### src/rtl/dbus_wb_if_if.sv
// Wishbone B4 classic data-bus signal bundle between the CPU data-bus
// interface (master) and the external data bus (slave).
//   wb_adr_o  32  address               master -> slave
//   wb_dat_o  32  write data            master -> slave
//   wb_we_o    1  write enable          master -> slave
//   wb_sel_o   4  byte select           master -> slave
//   wb_stb_o   1  strobe                master -> slave
//   wb_cyc_o   1  cycle                 master -> slave
//   wb_dat_i  32  read data             slave  -> master
//   wb_ack_i   1  acknowledge           slave  -> master
interface dbus_wb_if_if;
  logic [31:0] wb_adr_o;
  logic [31:0] wb_dat_o;
  logic        wb_we_o;
  logic [3:0]  wb_sel_o;
  logic        wb_stb_o;
  logic        wb_cyc_o;
  logic [31:0] wb_dat_i;
  logic        wb_ack_i;

  modport master (
    output wb_adr_o, wb_dat_o, wb_we_o, wb_sel_o, wb_stb_o, wb_cyc_o,
    input  wb_dat_i, wb_ack_i
  );

  modport slave (
    input  wb_adr_o, wb_dat_o, wb_we_o, wb_sel_o, wb_stb_o, wb_cyc_o,
    output wb_dat_i, wb_ack_i
  );
endinterface

### src/rtl/dbus_wb_if.sv
// MEM-stage to Wishbone B4 classic data-bus interface.
// Turns a single-cycle MEM request into a registered Wishbone cycle, stalls
// the pipeline until ack, and buffers the read word while MEM is frozen.
// Optional feature macro: DBUS_TIMEOUT_EN (BUSY watchdog, TIMEOUT_CYCLES).
// Ports:
//   clk, rst        clock, synchronous active-high reset
//   stall_i[5:0]    pipeline stall vector (bit 4 = MEM held)
//   flush_i         abandon any request in flight
//   cpu_ce_i/we_i   request valid / write
//   cpu_addr_i      byte address (passed through unmodified)
//   cpu_sel_i       byte lanes (bit3 = data[31:24])
//   cpu_data_i      store data
//   cpu_data_o      read word to MEM (combinational)
//   stallreq_o      hold request to the pipeline controller (combinational)
//   bus_err_o       one-cycle timeout pulse (0 without DBUS_TIMEOUT_EN)
//   wb              Wishbone master port (registered outputs)
module dbus_wb_if #(
  parameter int unsigned TIMEOUT_CYCLES = 255
) (
  input  logic                clk,
  input  logic                rst,
  input  logic [5:0]          stall_i,
  input  logic                flush_i,
  input  logic                cpu_ce_i,
  input  logic                cpu_we_i,
  input  logic [31:0]         cpu_addr_i,
  input  logic [3:0]          cpu_sel_i,
  input  logic [31:0]         cpu_data_i,
  output logic [31:0]         cpu_data_o,
  output logic                stallreq_o,
  output logic                bus_err_o,
  dbus_wb_if_if.master        wb
);

  typedef enum logic [1:0] {IDLE, BUSY, WAIT_STALL} state_t;

  state_t      state, state_n;
  logic [31:0] rd_buf;
  logic        issue;      // accept a new request this cycle
  logic        done;       // access completes this cycle (ack or timeout)
  logic        abort;      // flush while the bus cycle is open
  logic [31:0] done_data;
  logic        tmo;
  logic        err;

  logic unused_stall;
  assign unused_stall = ^{stall_i[5], stall_i[3:0]};

`ifdef DBUS_TIMEOUT_EN
  logic [7:0] tmo_cnt;

  // Counts only cycles that remain in BUSY; any exit clears it.
  always_ff @(posedge clk) begin
    if (rst) begin
      tmo_cnt <= '0;
    end else if (state == BUSY && state_n == BUSY) begin
      tmo_cnt <= tmo_cnt + 8'd1;
    end else begin
      tmo_cnt <= '0;
    end
  end

  assign tmo       = (tmo_cnt == 8'(TIMEOUT_CYCLES));
  assign bus_err_o = err;
`else
  // Limit range is 1..255, so this never fires: BUSY waits for ack.
  assign tmo       = (TIMEOUT_CYCLES == 0);
  assign bus_err_o = 1'b0;
`endif

  always_ff @(posedge clk) begin
    if (rst) begin
      state <= IDLE;
    end else begin
      state <= state_n;
    end
  end

  always_comb begin
    state_n    = state;
    stallreq_o = 1'b0;
    cpu_data_o = '0;
    issue      = 1'b0;
    done       = 1'b0;
    abort      = 1'b0;
    done_data  = '0;
    err        = 1'b0;
    case (state)
      IDLE: begin
        if (cpu_ce_i && !flush_i) begin
          issue      = 1'b1;
          stallreq_o = 1'b1;
          state_n    = BUSY;
        end
      end
      BUSY: begin
        if (flush_i) begin
          abort   = 1'b1;
          state_n = IDLE;
        end else if (wb.wb_ack_i) begin
          done      = 1'b1;
          done_data = wb.wb_dat_i;
        end else if (tmo) begin
          done = 1'b1;
          err  = 1'b1;
        end else begin
          stallreq_o = 1'b1;
        end
        if (done) begin
          cpu_data_o = done_data;
          state_n    = stall_i[4] ? WAIT_STALL : IDLE;
        end
      end
      WAIT_STALL: begin
        cpu_data_o = rd_buf;
        if (flush_i || !stall_i[4]) begin
          state_n = IDLE;
        end
      end
      default: state_n = IDLE;
    endcase
  end

  always_ff @(posedge clk) begin
    if (rst) begin
      wb.wb_adr_o <= '0;
      wb.wb_dat_o <= '0;
      wb.wb_we_o  <= 1'b0;
      wb.wb_sel_o <= '0;
      wb.wb_stb_o <= 1'b0;
      wb.wb_cyc_o <= 1'b0;
      rd_buf      <= '0;
    end else begin
      if (issue) begin
        wb.wb_adr_o <= cpu_addr_i;
        wb.wb_dat_o <= cpu_data_i;
        wb.wb_we_o  <= cpu_we_i;
        wb.wb_sel_o <= cpu_sel_i;
        wb.wb_stb_o <= 1'b1;
        wb.wb_cyc_o <= 1'b1;
      end else if (done || abort) begin
        wb.wb_we_o  <= 1'b0;
        wb.wb_sel_o <= '0;
        wb.wb_stb_o <= 1'b0;
        wb.wb_cyc_o <= 1'b0;
      end
      if (done) begin
        rd_buf <= done_data;
      end
    end
  end

endmodule

### src/flat_wrapper.sv
// flat-port wrapper written by rule: the top's interface ports become plain ports
module dbus_wb_if_flat 
#(
  parameter int unsigned TIMEOUT_CYCLES = 255
)
  (clk, rst, stall_i, flush_i, cpu_ce_i, cpu_we_i, cpu_addr_i, cpu_sel_i, cpu_data_i, cpu_data_o, stallreq_o, bus_err_o, wb_wb_adr_o, wb_wb_dat_o, wb_wb_we_o, wb_wb_sel_o, wb_wb_stb_o, wb_wb_cyc_o, wb_wb_dat_i, wb_wb_ack_i);
  dbus_wb_if_if wb_i ();
  input  logic clk;
  input  logic rst;
  input  logic [5:0] stall_i;
  input  logic flush_i;
  input  logic cpu_ce_i;
  input  logic cpu_we_i;
  input  logic [31:0] cpu_addr_i;
  input  logic [3:0] cpu_sel_i;
  input  logic [31:0] cpu_data_i;
  output logic [31:0] cpu_data_o;
  output logic stallreq_o;
  output logic bus_err_o;
  output wire logic [$bits(wb_i.wb_adr_o)-1:0] wb_wb_adr_o;
  output wire logic [$bits(wb_i.wb_dat_o)-1:0] wb_wb_dat_o;
  output wire logic [$bits(wb_i.wb_we_o)-1:0] wb_wb_we_o;
  output wire logic [$bits(wb_i.wb_sel_o)-1:0] wb_wb_sel_o;
  output wire logic [$bits(wb_i.wb_stb_o)-1:0] wb_wb_stb_o;
  output wire logic [$bits(wb_i.wb_cyc_o)-1:0] wb_wb_cyc_o;
  input wire logic [$bits(wb_i.wb_dat_i)-1:0] wb_wb_dat_i;
  input wire logic [$bits(wb_i.wb_ack_i)-1:0] wb_wb_ack_i;
  assign wb_wb_adr_o = wb_i.wb_adr_o;
  assign wb_wb_dat_o = wb_i.wb_dat_o;
  assign wb_wb_we_o = wb_i.wb_we_o;
  assign wb_wb_sel_o = wb_i.wb_sel_o;
  assign wb_wb_stb_o = wb_i.wb_stb_o;
  assign wb_wb_cyc_o = wb_i.wb_cyc_o;
  assign wb_i.wb_dat_i = wb_wb_dat_i;
  assign wb_i.wb_ack_i = wb_wb_ack_i;
  dbus_wb_if #(.TIMEOUT_CYCLES(TIMEOUT_CYCLES)) u_core (.clk(clk), .rst(rst), .stall_i(stall_i), .flush_i(flush_i), .cpu_ce_i(cpu_ce_i), .cpu_we_i(cpu_we_i), .cpu_addr_i(cpu_addr_i), .cpu_sel_i(cpu_sel_i), .cpu_data_i(cpu_data_i), .cpu_data_o(cpu_data_o), .stallreq_o(stallreq_o), .bus_err_o(bus_err_o), .wb(wb_i));
endmodule
### config.mk
export PLATFORM = sky130hd
export DESIGN_NAME = dbus_wb_if_flat
export DESIGN_NICKNAME = d
export VERILOG_FILES = /design/src/rtl/dbus_wb_if_if.sv /design/src/rtl/dbus_wb_if.sv /design/src/flat_wrapper.sv
export SDC_FILE = /design/constraint.sdc
export NUM_CORES = 1
export LEC_CHECK = 0
export ABC_CLOCK_PERIOD_IN_PS = 1990
export CAP_MARGIN = 20
export CORE_MARGIN = 4
export CORE_UTILIZATION = 41
export CTS_BUF_LIST = sky130_fd_sc_hd__clkbuf_8
export DETAILED_ROUTE_END_ITERATION = 6
export PLACE_DENSITY_LB_ADDON = 0.12
export RECOVER_POWER = 100
export SLEW_MARGIN = 20
export SYNTH_ARGS = -nofsm -noshare
export SYNTH_HDL_FRONTEND = slang
export SYNTH_SLANG_ARGS = --single-unit
### constraint.sdc
create_clock -name clk -period 1.99 [get_ports clk]
set_input_delay 0.398 -clock clk [delete_from_list [all_inputs] [get_ports clk]]
set_output_delay 0.398 -clock clk [all_outputs]
set_load 0.05 [all_outputs]
==> summary.txt, run 1 <==
Int Pwr - 0.00319 W
Critical Path Source Type - primary input
clk_lat worst skew - 360 ps
Inserted Clock Buffers - 9
most instantiated cells after synthesis - nand2_1, dfxtp_1, a21oi_1, a21boi_0, clkbuf_1
width of the die - 108 um
Vias - 4,759
# setup viols final - 32
Layout Cells excl Fill - 934
Worst EP required - 1590 ps
violated checks - setup timing
global-route wire length before repair - 22,400 um
min Tclk post-route - 2250 ps
antenna fix cells - 0
dominant cell type by area after synthesis - dfxtp_1
1st-pass router iterations - 4
register share of total power - 0.482
Die ar. - 11,700 um2
Setup CP Type - in -> out
WHS Path Cells - 2
Worst Setup SP - wb_wb_ack_i
Simple-Gate Fraction of Synth Area - 0.226
nets - 911
post-synthesis compound-gate area fraction - 0.197
post-synthesis sequential area ratio - 0.507
final hold vios - 0
post-synthesis adder-cell area fraction - 0.00915
core area - 9770 um2
number of synthesized flops with an enable pin - 0
Reg2Reg Depth - 6
min-delay worst type - in -> reg
Finished Cell Area - 7990 um2
WHS Endpoint - u_core.wb.wb_dat_o[20]
R2R Setup Slk - 30 ps
Max Cap Viol - 0
initial DRC count - 216
crit-path cells - clkdlybuf4s50_1 > and3_4 > buf_12 > buf_12 > nand2_4 > a21boi_2 > buf_12
largest net degree at the start of global routing - 57
clk buf depth - 2
CP most frequent cell - buf_12
reg-to-reg startpoint - u_core.state[0]
xor and xnor area share after synthesis - 0
critical path peak fanout - 8
count leader, synth - nand2_1
count of input and output buffers - 210
setup tns final - -6420 ps
Avg Cell Area, Syn - 7.64 um2
Slew Viols, Final - 0
Fmax achieved - 444 MHz
RR Endpoint - u_core.wb.wb_adr_o[9]
Final Util - 0.818
Cell Rows - 36
Comb pwr share - 0.233
top cell type's share of synthesized area - 0.507
CP peak stage delay - 480 ps
skew final - 18.2 ps
DP Cell Count - 882
RSZ-0062 raised after global routing - true
CP Data Arrival Time - 1860 ps
GP Congestion - 0.772
peak supply drop - 425 uV
final worst setup slack - -264 ps
P&R area growth vs syn - 94.8%
crit share post-route - 1.13
Mapped Cells - 537
Post-DRT Antenna Nets - 0
outcome - complete, but fails checks
Post-Syn Area - 4100 um2
initial antenna violation count - 0
DRT Wirelength - 16,700 um
Avg Vias per Cell - 5.10
Yosys cell types - 23
number of global-route vias before repair - 4,787
num ports - 217
Synthesized Nets - 652
level count of the clock H-tree - 3
PD cells - 574 nW/um2
routed length per instance - 17.8 um
Placed Area - 7010 um2
# clock sinks - 104
Starting Density - 0.420
crit end category - output pin
Root Buffer - clkbuf_8
hpwl dp - 9240 um
most area-consuming cells after synthesis - dfxtp_1, nand2_1, a21oi_1
yosys warns - 0
slowest CP cell - clkdlybuf4s50_1
Hold Path Origin - rst
Synth async-reset ratio - 0
DRC errors left - 0
Worst Max-Slew Pin Slew - 738 ps
Yosys reg bits - 104
net switching power - 0.00140 W
Sw Ratio - 0.304
Synth Flop Type - dfxtp_1
Clock Power Share - 0.285
CTS tree - built
P_leak - 2.99 nW
Final Power - 0.00459 W
post-synthesis mux area share - 0
GRT Total Usage - 0.242
die height - 108 um
layout cells sized above 1 - 0.255
GR Overflow Total - 0
largest family of logic cells by synthesized area - simple AND/OR/NAND/NOR gates
clock slew at reported path FFs - 100 ps
relative slew slack - 0.508
power by group through the flow:
stage | combinational, W | clock, W | sequential [W]
2_1_floorplan | 0.000268 | 0 | 0.00249
3_3_place_gp | 0.000951 | 0 | 0.00225
3_5_place_dp | 0.000965 | 0 | 0.00225
4_1_cts | 0.00105 | 0.00132 | 0.00221
5_1_grt | 0.00113 | 0.00142 | 0.00222
6_report | 0.00107 | 0.00131 | 0.00221
final cells by class:
class                   count  area (um2)
clock buffers              11         151
well taps                 133         166
flip-flops and latches    104        2080
repair buffers            291        3140
multi-input cells         387        2390
fillers                   644        1780
inverters                   3        11.3
clock inverters             5        47.5
flip-flops by register name, summed over array words and instances (netlist names):
| signal | count |
|---|---|
| u_core.wb.wb_stb_o | 1 |
| u_core.wb.wb_sel_o | 4 |
| u_core.wb.wb_we_o | 1 |
| u_core.wb.wb_adr_o | 32 |
| u_core.wb.wb_dat_o | 32 |
| u_core.rd_buf | 32 |
| u_core.state | 2 |
worst max-delay path: cells and delay by family:
kind | cells | cell delay [ps]
AO/OA/AOI/OAI | 1 | 190
buffers and inverters | 4 | 940
AND/OR/NAND/NOR | 2 | 320
worst max path at each step:
stage	slack, ps	cells after the start	endpoint
floorplan	50	7	cpu_data_o[0]
global placement	-160	7	cpu_data_o[13]
detailed placement	-200	6	cpu_data_o[28]
CTS	-280	9	cpu_data_o[6]
global route	-320	8	cpu_data_o[29]
finish	-260	7	cpu_data_o[29]
stage by stage:
stage | hold slack (ps) | setup WS (ps)
floorplan | 437 | 45.3
finish | 373 | -264
detailed placement | 447 | -201
global placement | 441 | -155
CTS | 351 | -283
global route | 377 | -322
cell usage in the layout (no fill, tap or decap), types with 4 or more instances in the layout:
| master | instances |
|---|---|
| buf_4 | 63 |
| a22oi_1 | 5 |
| clkbuf_8 | 11 |
| clkdlybuf4s50_1 | 166 |
| clkbuf_1 | 8 |
| dfxtp_1 | 102 |
| nand2_1 | 195 |
| a21oi_1 | 99 |
| a21boi_2 | 5 |
| nor2_1 | 6 |
| a21boi_4 | 27 |
| buf_12 | 40 |
| buf_6 | 4 |
| nand2_4 | 30 |
repair_timing:
action                                  4_1_cts  5_1_grt
pin swaps                                    43       33
cloned                                        3        2
hold buffers                                  0        0
resized for setup                            71       51
buffers inserted                             25        9
endpoints found under the setup margin       34       40
kinds of logic after synthesis:
| kind of cell | count (synthesis) |
|---|---|
| DFF | 104 |
| and+or+nand+nor | 241 |
| other | 1 |
| buffers and inverters | 46 |
| AOI/OAI and AO/OA | 142 |
| adders and majority gates | 3 |
per-layer routing:
metal  global-route usage  wire length (um)
met2                0.436              8840
met5                    0                 0
met3               0.0663              1190
met4                0.109               637
met1                0.265              6010
(Power assumes the default switching activity.)
==> inputs of run 2 (changes only) <==
ABC_CLOCK_PERIOD_IN_PS = unset   (was 1990)
SKIP_LAST_GASP = 1   (was unset)
==> run 2 against run 1 <==
Clock skew grew 0.73 ps. The run still ends with setup timing left. Worst setup slack improved by 16 ps. Critical endpoint unchanged. Critical path depth is the same. Largest cell class unchanged. Highest routed layer unchanged. Cell count is 0.43% lower. Sequential cell count did not move. Register-to-register slack about the same. Global-route usage is 0.52 points higher. Wire length down 4.1%.
==> summary.txt, run 2 (synthesis gave the netlist of run 1 again) <==
# setup viols final - 32 (unchanged)
Slew Viols, Final - 0 (unchanged)
antenna fix cells - 0 (unchanged)
area taken by multi-input logic gates - 2370 um2 (-0.89%)
min-delay worst type - in -> reg
Critical Path Source Type - primary input
Cell Rows - 36 (unchanged)
relative slew slack - 0.546 (+0.0381)
largest net degree at the start of global routing - 57 (unchanged)
width of the die - 108 um (unchanged)
Worst EP required - 1590 ps (about the same)
most frequent cells in the layout - nand2_1, clkdlybuf4s50_1, dfxtp_1
clk buf depth - 2 (unchanged)
Worst Max-Slew Pin Slew - 681 ps (-57.1 ps)
violated checks - setup timing
CP Data Arrival Time - 1840 ps (-20 ps)
crit end category - output pin
num ports - 217 (unchanged)
Root Buffer - clkbuf_8
crit-path cells - clkdlybuf4s50_1 > and3_4 > buf_12 > buf_12 > nand2_4 > a21boi_2 > buf_12
Post-DRT Antenna Nets - 0 (unchanged)
Vias - 4,696 (-1.3%)
routed length per instance - 17.2 um (-3.7%)
RSZ-0062 raised after global routing - true
CP top delay family - buffers and inverters
most common cell after layout, fill and taps aside - nand2_1
P_leak - 2.97 nW (-0.69%)
CP peak stage delay - 480 ps (about the same)
# clock sinks - 104 (unchanged)
count of input and output buffers - 210 (unchanged)
Largest regs - u_core.rd_buf (32), u_core.wb.wb_adr_o (32), u_core.wb.wb_dat_o (32)
Inserted Clock Buffers - 9 (unchanged)
DRC errors left - 0 (unchanged)
Die ar. - 11,700 um2 (unchanged)
nets - 907 (-0.44%)
slowest CP cell - clkdlybuf4s50_1
RR Endpoint - u_core.wb.wb_adr_o[16]
Layout Cells excl Fill - 930 (-0.43%)
GR Overflow Total - 0 (unchanged)
CP most frequent cell - buf_12
CTS tree - built
skew final - 18.9 ps (+0.728 ps)
DP Cell Count - 882 (unchanged)
outcome - complete, but fails checks
GRT Total Usage - 0.248 (+0.00516)
peak supply drop - 427 uV (+0.39%)
final worst setup slack - -248 ps (+16.2 ps)
# fillers - 645 (+0.16%)
clk_lat worst skew - 370 ps (about the same)
Fmax achieved - 447 MHz (+0.72%)
Starting Density - 0.420 (unchanged)
Avg Vias per Cell - 5.05 (-0.90%)
min Tclk post-route - 2240 ps (-16.2 ps)
die height - 108 um (unchanged)
Max Cap Viol - 0 (unchanged)
crit share post-route - 1.12 (-0.00815)
CTS Hold Bufs - 0 (unchanged)
initial DRC count - 237 (+9.7%)
reg-to-reg startpoint - u_core.state[0]
hpwl dp - 9240 um (unchanged)
core area - 9770 um2 (unchanged)
Hold Path Origin - rst
final hold vios - 0 (unchanged)
initial antenna violation count - 0 (unchanged)
R2R Setup Slk - 40 ps (about the same)
Reg2Reg Depth - 6 (unchanged)
1st-pass router iterations - 5 (+1)
WHS Endpoint - u_core.wb.wb_dat_o[20]
setup tns final - -6200 ps (+221 ps)
critical path peak fanout - 8 (unchanged)
clock slew at reported path FFs - 100 ps (about the same)
register area - 2080 um2 (unchanged)
global-route wire length before repair - 22,800 um (+1.6%)
layout cells sized above 1 - 0.251 (-0.00374)
PD cells - 576 nW/um2 (+0.43%)
P&R area growth vs syn - 93.4%
Worst Path Buf+Inv - 4 (unchanged)
GP Congestion - 0.772 (unchanged)
level count of the clock H-tree - 3 (unchanged)
number of global-route vias before repair - 4,817 (+0.63%)
Setup CP Type - in -> out
DRT Wirelength - 16,000 um (-4.1%)
WHS Path Cells - 2 (unchanged)
run 2: routing by layer:
layer / wire, um / GRT usage / share of wire / vias up
met5: 0 / 0 / 0 / -
li1: - / - / - / 2252
met3: 1180 / 0.0693 / 0.074 / 34
met1: 5850 / 0.264 / 0.37 / 2221
met4: 481 / 0.118 / 0.030 / 0
met2: 8470 / 0.449 / 0.53 / 189
run 2: stage by stage:
| stage | power [W] | util | hold slack, ps | cell area [um2] | setup slack, ps |
|---|---|---|---|---|---|
| floorplan | 0.00276 | - | 437 | 4220 | 45.3 |
| detailed placement | 0.00322 | 0.718 | 447 | 7010 | -201 |
| finish | 0.00457 | 0.812 | 372 | 7940 | -248 |
| CTS | 0.00457 | 0.792 | 351 | 7740 | -283 |
| global route | 0.00475 | 0.812 | 376 | 7940 | -313 |
| global placement | 0.00320 | 0.718 | 441 | 7010 | -155 |
run 2: where the power goes:
| part | switching (W) | total, W | internal, W |
|---|---|---|---|
| Clock | 0.000758 | 0.00130 | 0.000547 |
| Combinational | 0.000583 | 0.00106 | 0.000477 |
| Sequential | 0.0000443 | 0.00221 | 0.00216 |
run 2: final cells by class:
class	instances	share of cell area
repair buffers	287	0.391
clock buffers	11	0.0191
multi-input cells	387	0.299
clock inverters	5	0.00599
inverters	3	0.00142
well taps	133	0.0210
flip-flops and latches	104	0.263
run 2: worst max-delay path by stage:
stage                     from        endpoint  slack, ps  depth (start not counted)
4_1_cts        u_core.state[1]   cpu_data_o[6]       -280                          9
3_5_place_dp       wb_wb_ack_i  cpu_data_o[28]       -200                          6
5_1_grt        u_core.state[1]  cpu_data_o[29]       -310                          8
2_1_floorplan  u_core.state[1]   cpu_data_o[0]         50                          7
6_report           wb_wb_ack_i  cpu_data_o[29]       -250                          7
3_3_place_gp           flush_i  cpu_data_o[13]       -160                          7
run 2: what timing repair did:
item | in CTS | in global routing
gates cloned | 3 | 2
buffers inserted | 25 | 5
resized for setup | 67 | 51
pin swaps | 43 | 33
endpoints found under the setup margin | 34 | 40
==> inputs of run 3 (changes only) <==
ABC_AREA = 1   (was unset)
CORE_ASPECT_RATIO = 1.2   (was unset)
CORE_UTILIZATION = 40   (was 41)
GPL_TIMING_DRIVEN = 0   (was unset)
==> run 3 against run 2 <==
The run still ends with setup timing left. Worst setup slack better by 140 ps. Worst hold slack improved by 95 ps. Utilization decreased by 9.3 points. Wire length shrank 16%. Via count decreased by 6.2%. Sequential share of layout area up 3.8 points. Global-route usage is 2.6 points lower. Critical endpoint is now cpu_data_o[3]. Largest cell class unchanged. Largest power group unchanged.
==> summary.txt, run 3 <==
Die ar. - 11,700 um2 (+0.15%)
num ports - 217 (unchanged)
number of synthesized flops with an enable pin - 0 (unchanged)
global-route wire length before repair - 21,000 um (-7.8%)
Hold Path Origin - u_core.wb.wb_adr_o[27]
Worst Max-Slew Pin Slew - 685 ps (+3.34 ps)
Reg2Reg Depth - 7 (+1)
final hold vios - 0 (unchanged)
Post-DRT Antenna Nets - 0 (unchanged)
most instantiated cells after synthesis - nand2_1, a21oi_1, dfxtp_1, buf_2, clkbuf_1
peak supply drop - 455 uV (+6.7%)
Cell Rows - 39 (+8.3%)
# clock sinks - 104 (unchanged)
PD cells - 677 nW/um2 (+17%)
nets - 888 (-2.1%)
critical path peak fanout - 8 (unchanged)
clk buf depth - 2 (unchanged)
initial DRC count - 123 (-48%)
largest net degree at the start of global routing - 19 (-67%)
Yosys cell types - 16 (-30%)
outcome - complete, but fails checks
Synthesized Nets - 659 (+1.1%)
Critical Path Source Type - register
dominant cell type by area after synthesis - dfxtp_1
antenna fix cells - 0 (unchanged)
violated checks - setup timing
CTS Hold Bufs - 0 (unchanged)
skew final - 3.47 ps (-15.4 ps)
final worst setup slack - -108 ps (+140 ps)
DRC errors left - 0 (unchanged)
hpwl dp - 9900 um (+7.1%)
# fillers - 764 (+18%)
clk_lat worst skew - 350 ps (-20 ps)
min-delay worst type - reg -> reg
Largest regs - u_core.rd_buf (32), u_core.wb.wb_adr_o (32), u_core.wb.wb_dat_o (32)
top cell type's share of synthesized area - 0.520 (+0.0122)
reg-to-reg startpoint - u_core.state[1]
GRT Total Usage - 0.221 (-0.0260)
RSZ-0062 raised after global routing - true
DP Worst Slack - -953 ps (-752 ps)
P&R area growth vs syn - 73.3%
initial antenna violation count - 0 (unchanged)
Post-Syn Area - 4010 um2 (-2.3%)
width of the die - 99.4 um (-8.0%)
Root Buffer - clkbuf_8
Worst EP required - 1590 ps (about the same)
crit share post-route - 1.05 (-0.0703)
Synth Flop Type - dfxtp_1
Inserted Clock Buffers - 9 (unchanged)
clock slew at reported path FFs - 90 ps (about the same)
Avg Cell Area, Syn - 7.36 um2 (-3.6%)
# setup viols final - 30 (-6.3%)
core area - 9660 um2 (-1.2%)
setup tns final - -1470 ps (+4730 ps)
routed length per instance - 15.0 um (-13%)
Max Cap Viol - 0 (unchanged)
GR Overflow Total - 0 (unchanged)
Setup CP Type - reg -> out
Vias - 4,404 (-6.2%)
CTS tree - built
number of global-route vias before repair - 4,416 (-8.3%)
most area-consuming cells after synthesis - dfxtp_1, nand2_1, a21oi_1
P_leak - 2.57 nW (-14%)
Fmax achieved - 477 MHz (+6.7%)
CP Data Arrival Time - 1700 ps (-140 ps)
most common cell after layout, fill and taps aside - nand2_1
Mapped Cells - 544 (+1.3%)
relative slew slack - 0.539 (-0.00705)
crit end category - output pin
most frequent cells in the layout - nand2_1, clkdlybuf4s50_1, a21oi_1
GP Congestion - 0.813 (+5.3%)
Starting Density - 0.415 (-0.00508)
WHS Path Cells - 2 (unchanged)
1st-pass router iterations - 4 (-1)
RR Endpoint - u_core.rd_buf[18]
count leader, synth - nand2_1
DRT Wirelength - 13,500 um (-16%)
WHS Endpoint - u_core.wb.wb_adr_o[27]
level count of the clock H-tree - 3 (unchanged)
count of input and output buffers - 209 (-0.48%)
layout cells sized above 1 - 0.189 (-0.0615)
area taken by multi-input logic gates - 1950 um2 (-18%)
Synth async-reset ratio - 0 (unchanged)
min Tclk post-route - 2100 ps (-140 ps)
yosys warns - 0 (unchanged)
Slew Viols, Final - 0 (unchanged)
R2R Setup Slk - 240 ps (+200 ps)
Yosys reg bits - 104 (unchanged)
register area - 2090 um2 (+0.12%)
die height - 118 um (+8.9%)
post-synthesis sequential area ratio - 0.520 (+0.0122)
Avg Vias per Cell - 4.90 (-3.0%)
==> run 3: layout make-up <==
| cell class | count | share of cell area |
|---|---|---|
| clock inverter | 4 | 0.00234 |
| clock buffer | 10 | 0.0198 |
| sequential | 104 | 0.301 |
| inverter | 8 | 0.00649 |
| multi-input combinational | 391 | 0.281 |
| tap | 123 | 0.0222 |
| buffer | 40 | 0.0476 |
| timing repair buffer | 219 | 0.320 |
==> run 3: worst max path at each step <==
stage | startpoint | endpoint | slack [ps] | cells past startpoint
2_1_floorplan | u_core.state[0] | cpu_data_o[24] | -180 | 6
3_3_place_gp | flush_i | cpu_data_o[4] | -930 | 8
3_5_place_dp | flush_i | cpu_data_o[0] | -950 | 8
4_1_cts | u_core.state[0] | cpu_data_o[0] | -90 | 7
5_1_grt | u_core.state[1] | cpu_data_o[3] | -160 | 8
6_report | u_core.state[1] | cpu_data_o[3] | -110 | 8
==> run 3: kinds of logic (layout without fill, tap and decap cells) <==
group,Yosys count,count (layout),synth area share
flip-flops,104,104,0.520
buffers and inverters,49,281,0.0575
AO/OA/AOI/OAI,136,136,0.170
other,1,1,0.000936
adder cells (fa/ha/maj),3,3,0.00937
AND/OR/NAND/NOR,251,251,0.243
==> run 3: what timing repair did <==
item,4_1_cts,5_1_grt
resized for setup,284,45
gates cloned,4,0
buffers inserted,4,2
endpoints found under the setup margin,34,35
pin swaps,5,16
==> run 3: report_power, final <==
| part | leakage, nW | internal (W) | switching, W |
|---|---|---|---|
| clock network | 0.0918 | 0.000462 | 0.000643 |
| registers | 0.846 | 0.00218 | 0.0000555 |
| logic | 1.63 | 0.000575 | 0.000782 |
| total | 2.57 | 0.00322 | 0.00148 |
==> run 3: routing by layer <==
layer	share of wire	track usage	wire [um]	vias to the layer above
met4	0.016	0.0760	219	0
met1	0.37	0.225	4960	2039
li1	-	-	-	2201
met2	0.54	0.417	7260	148
met5	0	0	0	-
met3	0.076	0.0705	1020	16
==> run 3: per-stage QoR <==
stage,cells,hold slack (ps),power [W],util,instance area [um2]
global placement,876,451,0.00345,0.655,6330
global route,899,486,0.00491,0.719,6940
CTS,897,468,0.00471,0.701,6770
finish,899,466,0.00470,0.719,6940
detailed placement,876,456,0.00347,0.655,6330
floorplan,544,445,0.00296,-,4090
==> run 3: critical path: stages (launching register included) <==
cell and delay, ps:
dfxtp_2 340, inv_4 70, ha_4 140, nand3_4 90, inv_8 110, buf_6 130
nand2_1 80, a21oi_2 180, buf_6 190
